<file path="config.mk">
export PLATFORM = sky130hd
export DESIGN_NAME = rom_arbiter
export DESIGN_NICKNAME = d
export VERILOG_FILES = /design/src/rtl/rom_arb_pkg.sv /design/src/rtl/rom_arbiter_rr_picker.sv /design/src/rtl/rom_arbiter.sv
export SDC_FILE = /design/constraint.sdc
export NUM_CORES = 1
export LEC_CHECK = 0
export ABC_AREA = 0
export CAP_MARGIN = 20
export CORE_MARGIN = 2
export CORE_UTILIZATION = 38
export DETAILED_ROUTE_END_ITERATION = 10
export PLACE_DENSITY_LB_ADDON = 0.25
export SLEW_MARGIN = 20
export SYNTH_ARGS = -nofsm -noshare
export SYNTH_HDL_FRONTEND = slang
export SYNTH_HIERARCHICAL = 1
export SYNTH_SLANG_ARGS = --single-unit
</file>
<file path="constraint.sdc">
create_clock -name clk -period 4.2 [get_ports clk]
set_input_delay 0.84 -clock clk [delete_from_list [all_inputs] [get_ports clk]]
set_output_delay 0.84 -clock clk [all_outputs]
set_load 0.02 [all_outputs]
</file>
<file path="src/rtl/rom_arb_pkg.sv">
// Shared types and helpers for the ROM arbiter: FSM states, requester limit,
// round-robin pick and one-hot to index conversion.
package rom_arb_pkg;

  typedef enum logic {
    IDLE   = 1'b0,
    ACTIVE = 1'b1
  } arb_state_t;

  localparam int MAX_REQ = 4;

  // Search starts one past the last winner and wraps; unused requester slots
  // are zero, so wrapping over MAX_REQ equals wrapping over NUM_REQ.
  function automatic logic [MAX_REQ-1:0] rr_pick(input logic [MAX_REQ-1:0] req,
                                                 input logic [1:0]         last);
    logic [MAX_REQ-1:0] gnt;
    logic [1:0]         idx;
    gnt = '0;
    for (int k = 1; k <= MAX_REQ; k++) begin
      idx = last + 2'(k);
      if (req[idx] && (gnt == '0)) begin
        gnt[idx] = 1'b1;
      end else begin
        gnt = gnt;
      end
    end
    return gnt;
  endfunction

  function automatic logic [1:0] onehot_idx(input logic [MAX_REQ-1:0] oh);
    logic [1:0] idx;
    idx = 2'd0;
    for (int i = 0; i < MAX_REQ; i++) begin
      if (oh[i]) begin
        idx = idx | 2'(i);
      end else begin
        idx = idx;
      end
    end
    return idx;
  endfunction

endpackage

</file>
<file path="src/rtl/rom_arbiter_rr_picker.sv">
// Combinational winner selection for rom_arbiter.
// ROM_ARB_PRIORITY_EN: requester 0 always wins; the rest rotate when it is idle.
module rr_picker
  import rom_arb_pkg::*;
#(
  parameter int NUM_REQ = 2
) (
  input  logic [NUM_REQ-1:0] req_i,
  input  logic [1:0]         last_i,
  output logic [NUM_REQ-1:0] gnt_o,
  output logic [1:0]         idx_o
);

  logic [MAX_REQ-1:0] req_ext_s;
  logic [MAX_REQ-1:0] gnt_ext_s;

  // Widen the request vector and choose the winner.
  always_comb begin
    req_ext_s                = '0;
    req_ext_s[NUM_REQ-1:0]   = req_i;
    gnt_ext_s                = '0;
`ifdef ROM_ARB_PRIORITY_EN
    if (req_ext_s[0]) begin
      gnt_ext_s[0] = 1'b1;
    end else begin
      gnt_ext_s = rr_pick(req_ext_s, last_i);
    end
`else
    gnt_ext_s = rr_pick(req_ext_s, last_i);
`endif
  end

  assign gnt_o = gnt_ext_s[NUM_REQ-1:0];
  assign idx_o = onehot_idx(gnt_ext_s);

endmodule

</file>
<file path="src/rtl/rom_arbiter.sv">
// Round-robin arbiter sharing one negedge-read ROM among 2..4 requesters.
// Optional ROM_ARB_PRIORITY_EN gives requester 0 fixed top priority.
module rom_arbiter
  import rom_arb_pkg::*;
#(
  parameter int NUM_REQ       = 2,
  parameter int ADDRESS_WIDTH = 16,
  parameter int DATA_WIDTH    = 16
) (
  input  logic                               clk,
  input  logic                               rst_n,
  input  logic [NUM_REQ-1:0]                 sink_req,
  input  logic [NUM_REQ*ADDRESS_WIDTH-1:0]   sink_address,
  output logic [NUM_REQ-1:0]                 src_gnt,
  output logic [NUM_REQ-1:0]                 src_rvalid,
  output logic [DATA_WIDTH-1:0]              src_rdata,
  output logic [ADDRESS_WIDTH-1:0]           src_rom_address,
  output logic                               src_rom_cen,
  output logic                               src_rom_ren,
  input  logic [DATA_WIDTH-1:0]              sink_rom_data
);

  localparam logic [1:0] LAST_RST = 2'(NUM_REQ - 1);

  logic [NUM_REQ-1:0]       pick_gnt_s;
  logic [1:0]               pick_idx_s;
  logic                     any_gnt_s;
  logic [ADDRESS_WIDTH-1:0] sel_addr_s;

  arb_state_t               state_d, state_q;
  logic [1:0]               last_d, last_q;
  logic [1:0]               inflight_d, inflight_q;
  logic [ADDRESS_WIDTH-1:0] addr_d, addr_q;
  logic                     cen_d, cen_q;
  logic                     ren_d, ren_q;
  logic [NUM_REQ-1:0]       rvalid_d, rvalid_q;

  rr_picker #(
    .NUM_REQ (NUM_REQ)
  ) u_picker (
    .req_i  (sink_req),
    .last_i (last_q),
    .gnt_o  (pick_gnt_s),
    .idx_o  (pick_idx_s)
  );

  // Nothing may be granted while reset is held.
  assign src_gnt   = pick_gnt_s & {NUM_REQ{rst_n}};
  assign any_gnt_s = |src_gnt;

  // Address of the winning requester.
  always_comb begin
    sel_addr_s = '0;
    for (int i = 0; i < NUM_REQ; i++) begin
      if (pick_gnt_s[i]) begin
        sel_addr_s = sink_address[i*ADDRESS_WIDTH +: ADDRESS_WIDTH];
      end else begin
        sel_addr_s = sel_addr_s;
      end
    end
  end

  // Sequencer: a grant issues a read next cycle; no grant drops cen/ren.
  always_comb begin
    state_d    = state_q;
    last_d     = last_q;
    inflight_d = inflight_q;
    addr_d     = addr_q;
    cen_d      = 1'b0;
    ren_d      = 1'b0;
    case (state_q)
      IDLE: begin
        if (any_gnt_s) begin
          state_d    = ACTIVE;
          last_d     = pick_idx_s;
          inflight_d = pick_idx_s;
          addr_d     = sel_addr_s;
          cen_d      = 1'b1;
          ren_d      = 1'b1;
        end else begin
          state_d = IDLE;
        end
      end
      ACTIVE: begin
        if (any_gnt_s) begin
          state_d    = ACTIVE;
          last_d     = pick_idx_s;
          inflight_d = pick_idx_s;
          addr_d     = sel_addr_s;
          cen_d      = 1'b1;
          ren_d      = 1'b1;
        end else begin
          state_d = IDLE;
        end
      end
      default: begin
        state_d = IDLE;
      end
    endcase
  end

  // The read issued last cycle returns to its owner now.
  always_comb begin
    rvalid_d = '0;
    for (int i = 0; i < NUM_REQ; i++) begin
      rvalid_d[i] = cen_q && (inflight_q == 2'(i));
    end
  end

  // State and pipeline registers.
  always_ff @(posedge clk or negedge rst_n) begin
    if (!rst_n) begin
      state_q    <= IDLE;
      last_q     <= LAST_RST;
      inflight_q <= 2'd0;
      addr_q     <= '0;
      cen_q      <= 1'b0;
      ren_q      <= 1'b0;
      rvalid_q   <= '0;
    end else begin
      state_q    <= state_d;
      last_q     <= last_d;
      inflight_q <= inflight_d;
      addr_q     <= addr_d;
      cen_q      <= cen_d;
      ren_q      <= ren_d;
      rvalid_q   <= rvalid_d;
    end
  end

  assign src_rvalid      = rvalid_q;
  assign src_rdata       = sink_rom_data;
  assign src_rom_address = addr_q;
  assign src_rom_cen     = cen_q;
  assign src_rom_ren     = ren_q;

endmodule

</file>
**After elaboration in Yosys (flattened, before gate mapping)**

Index checks and enable logic that the tools add are counted.
W data, S select, Z words.

- Input bits: 52
- Register bits: 23
- Logic and storage cells: 63

- Reductions and logical operators: 14
- Eq/ne operators: 1
- $add $sub $neg: 3
- Mux-type cells: 28
- $lt $le $gt $ge: 8
- Bitwise operators: 4

Operators by type and width:

| cell | number |
|---|---|
| $mux W16 | 3 |
| $mux W4 | 4 |
| $logic_not A4 Y1 | 3 |
| $lt A2 B3 Y1 const B | 4 |
| $or A4 B4 Y4 | 3 |
| $mux W1 | 10 |
| $logic_and A1 B1 Y1 | 9 |
| $bmux W1 S2 | 4 |
| $demux W1 S2 | 4 |
| $ge A2 B1 Y1 const B | 4 |
| $mux W2 | 3 |
| $add A2 B2 Y2 const B | 2 |
| $add A2 B1 Y2 const B | 1 |
| $and A2 B2 Y2 | 1 |
| $eq A2 B1 Y1 const B | 1 |
| $logic_not A2 Y1 | 1 |
| $reduce_or A2 Y1 | 1 |

**Logic depth before layout (Yosys ltp)**

Gate-level depths: netlist (run 1).

- Word-level depth: 19
- Depth in mapped cells: 12
- Gate-level depth less buffers: 10

**Modules after synthesis**

The synthesis (run 1) kept the hierarchy.

Modules (own cells, without submodules):

| module | cells an instance | sequential area each (um^2) | area an instance (um^2) | times used |
|---|---|---|---|---|
| rom_arbiter | 126 | 551.8 | 1298.7 | 1 |
| rr_picker | 57 | 0.0 | 425.4 | 1 |

**Least setup slack after synthesis (run 1)**

No wires, ideal clock.

- Kind: reg2out
- Start point: reg last_q[0]
- End point: out src_gnt[1]
- Stages on the path, launching flop included: 11
- Path slack: 140 ps
- Buffers on the path: 1
- Data arrival time: 3220 ps
- Path through: dfstp_2 inv_1 ha_1 nand4b_1 nand3_2 nor2_1 a211o_1 o311ai_0 nand2_1 buf_6 inv_1

- Word-level cells in the longest chain between the ends: 16
- Elaborated cells on any way between the ends: 45
- Classes of those cells: add/sub (3); order compare (8); mux (20); bitwise (4); reduce/logical (10)

Ends and longest elaborated chain:

| what | line | source |
|---|---|---|
| start: declaration | rom_arbiter.sv:31 | `logic [1:0] last_d, last_q;` |
| start signal: assignment | rom_arbiter.sv:122 | `last_q <= last_d;` |
| $add A2 B1 Y2 | rom_arb_pkg.sv:20 | `idx = last + 2'(k);` |
| $lt A2 B3 Y1 (not written as such) or $ge A2 B1 Y1 (tied branches) | rom_arb_pkg.sv:22 | `gnt[idx] = 1'b1;` |
| $logic_and A1 B1 Y1 (not written as such) | rom_arb_pkg.sv:22 |  |
| $mux W1 (not written as such) | rom_arb_pkg.sv:22 |  |
| $demux W1 S2 | n/a |  |
| $mux W4 | rom_arb_pkg.sv:21 | `if (req[idx] && (gnt == '0)) begin` |
| $logic_not A4 Y1 | rom_arb_pkg.sv:21 |  |
| $logic_and A1 B1 Y1 | rom_arb_pkg.sv:21 |  |
| $mux W4 | rom_arb_pkg.sv:21 |  |
| $logic_not A4 Y1 | rom_arb_pkg.sv:21 |  |
| $logic_and A1 B1 Y1 | rom_arb_pkg.sv:21 |  |
| $mux W4 | rom_arb_pkg.sv:21 |  |
| $logic_not A4 Y1 | rom_arb_pkg.sv:21 |  |
| $logic_and A1 B1 Y1 | rom_arb_pkg.sv:21 |  |
| $mux W4 (*) | rom_arb_pkg.sv:21 |  |
| net pick_gnt_s[1] | rom_arbiter.sv:25 | `logic [NUM_REQ-1:0] pick_gnt_s;` |
| $and A2 B2 Y2 (*) | rom_arbiter.sv:48 | `assign src_gnt = pick_gnt_s & {NUM_REQ{rst_n}};` |
| end: declaration | rom_arbiter.sv:14 | `output logic [NUM_REQ-1:0] src_gnt,` |

Mark *: on every way through the listed nets, which the timed path passes. The rest lies on a longest branch. The select of a mux whose other input is x is not followed.

**Final worst setup path (run 1)**

- Start point: in sink_req[1]
- End point: out src_gnt[0]

- Word-level cells in the longest chain between the ends: 13
- Elaborated cells on any way between the ends: 22
- Classes of those cells: mux (12); bitwise (4); reduce/logical (6)

Ends and longest elaborated chain:

| what | line | source |
|---|---|---|
| start: declaration | rom_arbiter.sv:12 | `input logic [NUM_REQ-1:0] sink_req,` |
| $bmux W1 S2 | rom_arb_pkg.sv:21 |  |
| $mux W1 (not written as such) | rom_arb_pkg.sv:21 |  |
| $mux W4 | rom_arb_pkg.sv:21 |  |
| $logic_not A4 Y1 | rom_arb_pkg.sv:21 |  |
| $logic_and A1 B1 Y1 | rom_arb_pkg.sv:21 |  |
| $mux W4 | rom_arb_pkg.sv:21 |  |
| $logic_not A4 Y1 | rom_arb_pkg.sv:21 |  |
| $logic_and A1 B1 Y1 | rom_arb_pkg.sv:21 |  |
| $mux W4 | rom_arb_pkg.sv:21 |  |
| $logic_not A4 Y1 | rom_arb_pkg.sv:21 |  |
| $logic_and A1 B1 Y1 | rom_arb_pkg.sv:21 |  |
| $mux W4 (*) | rom_arb_pkg.sv:21 |  |
| net pick_gnt_s[0] | rom_arbiter.sv:25 |  |
| $and A2 B2 Y2 (*) | rom_arbiter.sv:48 |  |

Marked as above.

==> run metrics, run 1 <==
RSZ-0062 raised after global routing=no; part of the power in registers=19.9%; Max-Slew Margin vs Limit=64.48%; ys async rst share=100.0%; post-route setup TNS=0 ns; crit-path cells=clkdlybuf4s50_1, mux2i_4, and3b_1, a2111oi_1, a32oi_1, o21ai_1, and2_1, dlymetal6s2s_1; Final Cell Area=0.002375 sq mm; I/O Buffers=57; Area growth syn-to-layout=37.74%; total grt overflow=0; vias=1508; layout cells sized above 1=20.26%; htree depth=1; Die Width=71.36 um; crit path launch type=primary input; Starting Density=39.60%; sequential-to-total area share from yosys stat=32.00%; switching share of power=43.06%; sw power=859.0 uW; final net count=293; worst clock skew=0.01054 ns; mux contribution to synthesized area=2.104%; first-pass GRT wire length=7238 um; Comb pwr share=70.3%; Pwr per Cell Area=840.1 mW/mm^2; area share of fa/ha/maj cells after synthesis=5.806%; CP top delay family=buffers and inverters; synth unique cells=45; Synth Area in XOR/XNOR=0%; Ports=90; Final Util=54.54%; status=finished, final reports clean; First-pass DRT Iterations=4; Post-DP Area=0.002268 sq mm; Leakage=0.001067 uW; clock power share=9.7%; largest family of logic cells by synthesized area=simple AND/OR/NAND/NOR gates; synth top area cells=dfrtp_1 30%, and3b_1 8.1%, buf_4 7.4%, ha_1 5.8%, o22ai_2 5.8%; vias in the first global route=1525; Clk pin slew, worst setup/hold paths=0.08 ns; Die Area=0.005092 sq mm; Synth Area in Compound Gates=19.38%; CTS Buf Count=3; Final HPWL DP=3207 um; TritonCTS clock tree=yes; Worst-Margin Slew=0.5304 ns; post-route ant nets=0; Max Slew Vio Count=0; Yosys warnings=6; CTS sink count=22; VDD IR-drop max=0.0003122 V; core area=0.004354 sq mm; Skew-Pair Late Insertion Delay=0.26 ns; initial antenna violation count=0; CP Max Fanout=6; Min-Delay Path Class=reg -> reg; internal power=1136 uW; final setup violating endpoints=0; Post-synth EDFFs=0; ANT cells=0; gpl congestion=0.8846; Synth top cells by count=24 x nor2_1, 21 x dfrtp_1, 17 x buf_4; clock root cell=clkbuf_8; syn_area_per_cell=9.422 sq um; Synth area leader=dfrtp_1; #FFs+latches synth=22; drt via density=5.310; Post-Synth Simple-Gate Area=27.79%; most used flip-flop cell after synthesis=dfrtp_1; die height=71.36 um; CP bufs+invs=2; fmax=0.2618 GHz; Post-Synthesis Net Count=243; most frequent cell after synthesis=nor2_1; Final Hold Viols=0; total of max-cap violations=0; fin crit period=3.819 ns; WL/cell=15.08 um; num rows=24; mapped cell area=0.001724 sq mm; top cell type's share of synthesized area=30.48%; final WL=4284 um; Residual DRC=0; GR Util All Layers=17.33%; largest net degree at the start of global routing=30; CP Class=in -> out; crit path DAT=2.98 ns; slowest cell on the critical path=clkdlybuf4s50_1; fin crit share=90.93%; critical path capture point type=output pin; Cells after Synth=183; Clock Tree Buf Depth=2; CP peak stage delay=0.49 ns; Worst EP required=3.36 ns; Iteration-0 DRC Markers=71
worst reg2reg max path, stage by stage, from the launching register on:
cell      delay [ns]
dfstp_2         0.57
inv_1           0.09
ha_1            0.40
nand4b_1        0.18
nand3_2         0.14
buf_4           0.18
o2bb2a_1        0.31
a32oi_1         0.21
o21ai_1         0.10
buf_4           0.15
o21ai_0         0.43
mux2_2          0.39
timing repair:
item	CTS	global route
hold endpoints to repair	0	0
hold buffers	0	0
buffers inserted	0	1
resized for setup	4	3
endpoints found under the setup margin	2	2
per-layer routing:
layer / routed length [um] / global-route usage, %
met1: 1916 / 22.85
met2: 2043 / 28.81
met3: 295 / 2.954
met5: 0 / 0
met4: 28 / 5.870
registers in the layout, indices dropped and copies added, names as in the netlist:
name	cells
src_rom_address	16
last_q	2
src_rvalid	2
inflight_q	1
src_rom_ren	1
power groups by stage:
| stage | clock network, uW | registers, uW | logic (uW) |
|---|---|---|---|
| finish | 194 | 398 | 1400 |
| global route | 211 | 416 | 1530 |
| CTS | 202 | 406 | 1390 |
| detailed placement | 0 | 408 | 1370 |
| global placement | 0 | 407 | 1370 |
| floorplan | 0 | 512 | 833 |
stage by stage:
step           std cells  hold WS [ns]  power, uW  worst slack, ns
4_1_cts              283        0.5148       2000          0.01419
5_1_grt              284        0.5182       2159           0.1922
6_report             284        0.4986       1995           0.3809
2_1_floorplan        183        0.4241       1344           0.1403
3_3_place_gp         279        0.4966       1777         -0.09341
3_5_place_dp         279        0.4907       1779          -0.1628
worst paths after layout:
check | from | end | slack, ns | depth (start not counted)
max in group asynchronous | rst_n | src_rom_address[1]$_DFFE_PN0P_ | 3.00 | 2
min in group asynchronous | rst_n | inflight_q[0]$_DFFE_PN0P_ | 0.53 | 1
min | last_q[0]$_DFFE_PN1P_ | last_q[0]$_DFFE_PN1P_ | 0.50 | 2
max reg2reg | last_q[0]$_DFFE_PN1P_ | last_q[1]$_DFFE_PN0P_ | 0.92 | 11
max | sink_req[1] | src_gnt[0] | 0.38 | 8
min reg2reg | last_q[0]$_DFFE_PN1P_ | last_q[0]$_DFFE_PN1P_ | 0.50 | 2
logic make-up after synthesis:
logic type                 Yosys count
adders and majority gates            8
muxes                                3
buffers and inverters               33
DFF                                 22
AOI/OAI and AO/OA                   39
and+or+nand+nor                     78
area by class of cell:
cell class | count | area, sq um
sequential | 22 | 551.8
timing repair buffer | 71 | 688.2
clock inverter | 1 | 30.03
multi-input combinational | 128 | 972.2
tap | 52 | 65.06
clock buffer | 3 | 41.29
fill | 402 | 1979
inverter | 7 | 26.28
placed cells by master (no fill, tap or decap), drive strengths merged:
cell	count
dfstp	1
a31o	1
or3	1
mux2i	1
nand3	2
a211o	2
dfrtp	21
and3b	16
nor2b	1
a32oi	1
and2	1
o311ai	1
nor4bb	1
a2111oi	1
clkbuf	3
dlymetal6s2s	2
bufinv	1
a311oi	1
nand2	8
o31ai	4
o31a	1
a21oi	1
o21ai	3
nor2	24
o2bb2ai	3
nor3	18
ha	8
o2bb2a	2
nand4	1
o22ai	16
nor3b	1
mux2	2
o211ai	1
buf	15
nand4b	1
clkdlybuf4s50	54
inv	7
o41ai	1
or2	3
Power figures use the tool's default switching activity.
==> run 2: changes to the inputs <==
Settings changed: SETUP_SLACK_MARGIN from default to 0.15.
==> run metrics, run 2 (synthesis gave the netlist of run 1 again) <==
commonest non-fill, non-tap cell in the layout=clkdlybuf4s50_1; ANT cells=0 (unchanged); Clock Tree Buf Depth=2 (unchanged); Area growth syn-to-layout=37.66% (about the same); Multi-input gate area=970.9 sq um (-0.13%); initial antenna violation count=0 (unchanged); die height=71.36 um (unchanged); CP top delay family=buffers and inverters; final setup violating endpoints=0 (unchanged); max reg flops=16 (unchanged); total power=1969 uW (-1.3%); post-route ant nets=0 (unchanged); vias in the first global route=1492 (-2.2%); gpl congestion=0.9165 (+3.6%); Iteration-0 DRC Markers=63 (-11%); CP peak stage delay=0.49 ns (about the same); htree depth=1 (unchanged); Hold-fix buffers, CTS=0 (unchanged); crit path DAT=3.06 ns (+0.08 ns); Die Area=0.005092 sq mm (unchanged); slowest cell on the critical path=clkdlybuf4s50_1; Min-Delay Path Class=reg -> reg; WL/cell=14.83 um (-1.7%); Max-Slew Margin vs Limit=65.64% (+1.2 points); final WL=4241 um (-1.0%); final cell count without fillers=286 (+0.70%); R2R depth=12 (+1); Ports=90 (unchanged); largest net degree at the start of global routing=31 (+3.3%); WHS Path Cells=1 (-1); # fillers=402 (unchanged); fin crit share=92.81% (+1.9 points); status=finished, final reports clean; Clk pin slew, worst setup/hold paths=0.07 ns (about the same); CP Max Fanout=6 (unchanged); critical path capture point type=output pin; layout cells sized above 1=20.94% (+0.68 points); CTS Buf Count=3 (unchanged); Worst-Margin Slew=0.5155 ns (-0.01492 ns); total grt overflow=0 (unchanged); Reg area=551.8 sq um (unchanged); GR Util All Layers=16.73% (-0.60 points); VDD IR-drop max=0.0003106 V (-0.53%); Pwr per Cell Area=829.4 mW/mm^2 (-1.3%); num rows=24 (unchanged); I/O Buffers=57 (unchanged); crit path launch type=primary input; CTS sink count=22 (unchanged); core area=0.004354 sq mm (unchanged); Crit path depth=8 (unchanged); Max Slew Vio Count=0 (unchanged); crit-path cells=clkdlybuf4s50_1, mux2i_4, and3b_1, a2111oi_0, a32oi_1, o21ai_1, and2_1, clkdlybuf4s15_1; RSZ-0062 raised after global routing=no; Leakage=0.001056 uW (-1.0%); CP Class=in -> out; dpl cells=281 (+0.72%); final net count=295 (+0.68%); Starting Density=39.60% (unchanged); fin crit period=3.898 ns (+0.07875 ns); TritonCTS clock tree=yes; fmax=0.2566 GHz (-2.0%); Die Width=71.36 um (unchanged); vias=1507 (-0.066%); commonest cells after routing, fill and taps aside=54 x clkdlybuf4s50_1, 24 x nor2_1, 21 x dfrtp_1; total of max-cap violations=0 (unchanged); first-pass GRT wire length=7100 um (-1.9%); Residual DRC=0 (unchanged); First-pass DRT Iterations=4 (unchanged); worst clock skew=0.01235 ns (+0.001805 ns); CP bufs+invs=2 (unchanged); clock root cell=clkbuf_8; Worst EP required=3.36 ns (about the same); Final Hold Viols=0 (unchanged); Final HPWL DP=3083 um (-3.9%); Skew-Pair Late Insertion Delay=0.26 ns (about the same); Final Util=54.51% (about the same); drt via density=5.269 (-0.77%)
-- run 2: cell count changes in the layout (fill, tap and decap cells not counted) --
| cell | before | now |
|---|---|---|
| a2111oi_1 | 1 | 0 |
| clkdlybuf4s15_1 | 0 | 1 |
| buf_12 | 1 | 0 |
| buf_4 | 13 | 16 |
| dlymetal6s2s_1 | 2 | 1 |
| a2111oi_0 | 0 | 1 |
-- run 2: path summary, 6_finish.rpt --
kind                                                 from                             end  slack, ns
worst max-delay path                          sink_req[1]                      src_gnt[0]       0.30
worst min-delay path            inflight_q[0]$_DFFE_PN0P_         src_rvalid[0]$_DFF_PN0_       0.46
worst max register to register      last_q[0]$_DFFE_PN1P_  src_rom_address[6]$_DFFE_PN0P_       1.05
worst min register to register  inflight_q[0]$_DFFE_PN0P_         src_rvalid[0]$_DFF_PN0_       0.46
max in group asynchronous                           rst_n           last_q[0]$_DFFE_PN1P_       2.93
min in group asynchronous                           rst_n  src_rom_address[1]$_DFFE_PN0P_       0.54
-- run 2: what timing repair did --
action,4_1_cts,5_1_grt
setup endpoints to repair,2,2
buffers inserted,1,0
gates resized for setup,3,3
-- run 2: where the power goes --
group | total, uW | switching (uW) | leakage (uW) | internal, uW
Combinational | 1380 | 716 | 0.000749 | 664
Sequential | 394 | 72.8 | 0.000271 | 321
Clock | 195 | 67.9 | 0.0000357 | 127
Total | 1970 | 856 | 0.00106 | 1110
-- run 2: per-stage QoR --
stage                     hold slack, ns    TNS, ns  worst slack, ns  area (sq um)
after global routing              0.5051          0           0.1507          2374
after detailed placement          0.4482   -0.08238         -0.04893          2271
final                             0.4649          0           0.3022          2374
after global placement            0.4493  -0.009718        -0.007368          2271
after floorplan                   0.4241          0           0.3910          1724
after CTS                         0.4606          0          0.06173          2365
-- run 2: final cells by class --
cell class              count  area share, %
multi-input cells         128          40.91
repair buffers             73          28.99
flip-flops and latches     22          23.25
well taps                  52          2.741
clock buffers               3          1.740
clock inverters             1          1.265
inverters                   7          1.107
-- run 2: metal layers --
metal  wire length [um]  GRT usage, %  vias to the layer above
li1                   -             -                      750
met1               1981         23.17                      692
met4                 94         6.499                        0
met2               1877         25.72                       53
met3                288         3.376                       12
met5                  0             0                        -
==> run 3: changes to the inputs <==
Settings changed: CTS_CLUSTER_DIAMETER from default to 80.
==> results of run 3 <==
No change in the layout: final DEF, timing and power equal those of run 2.
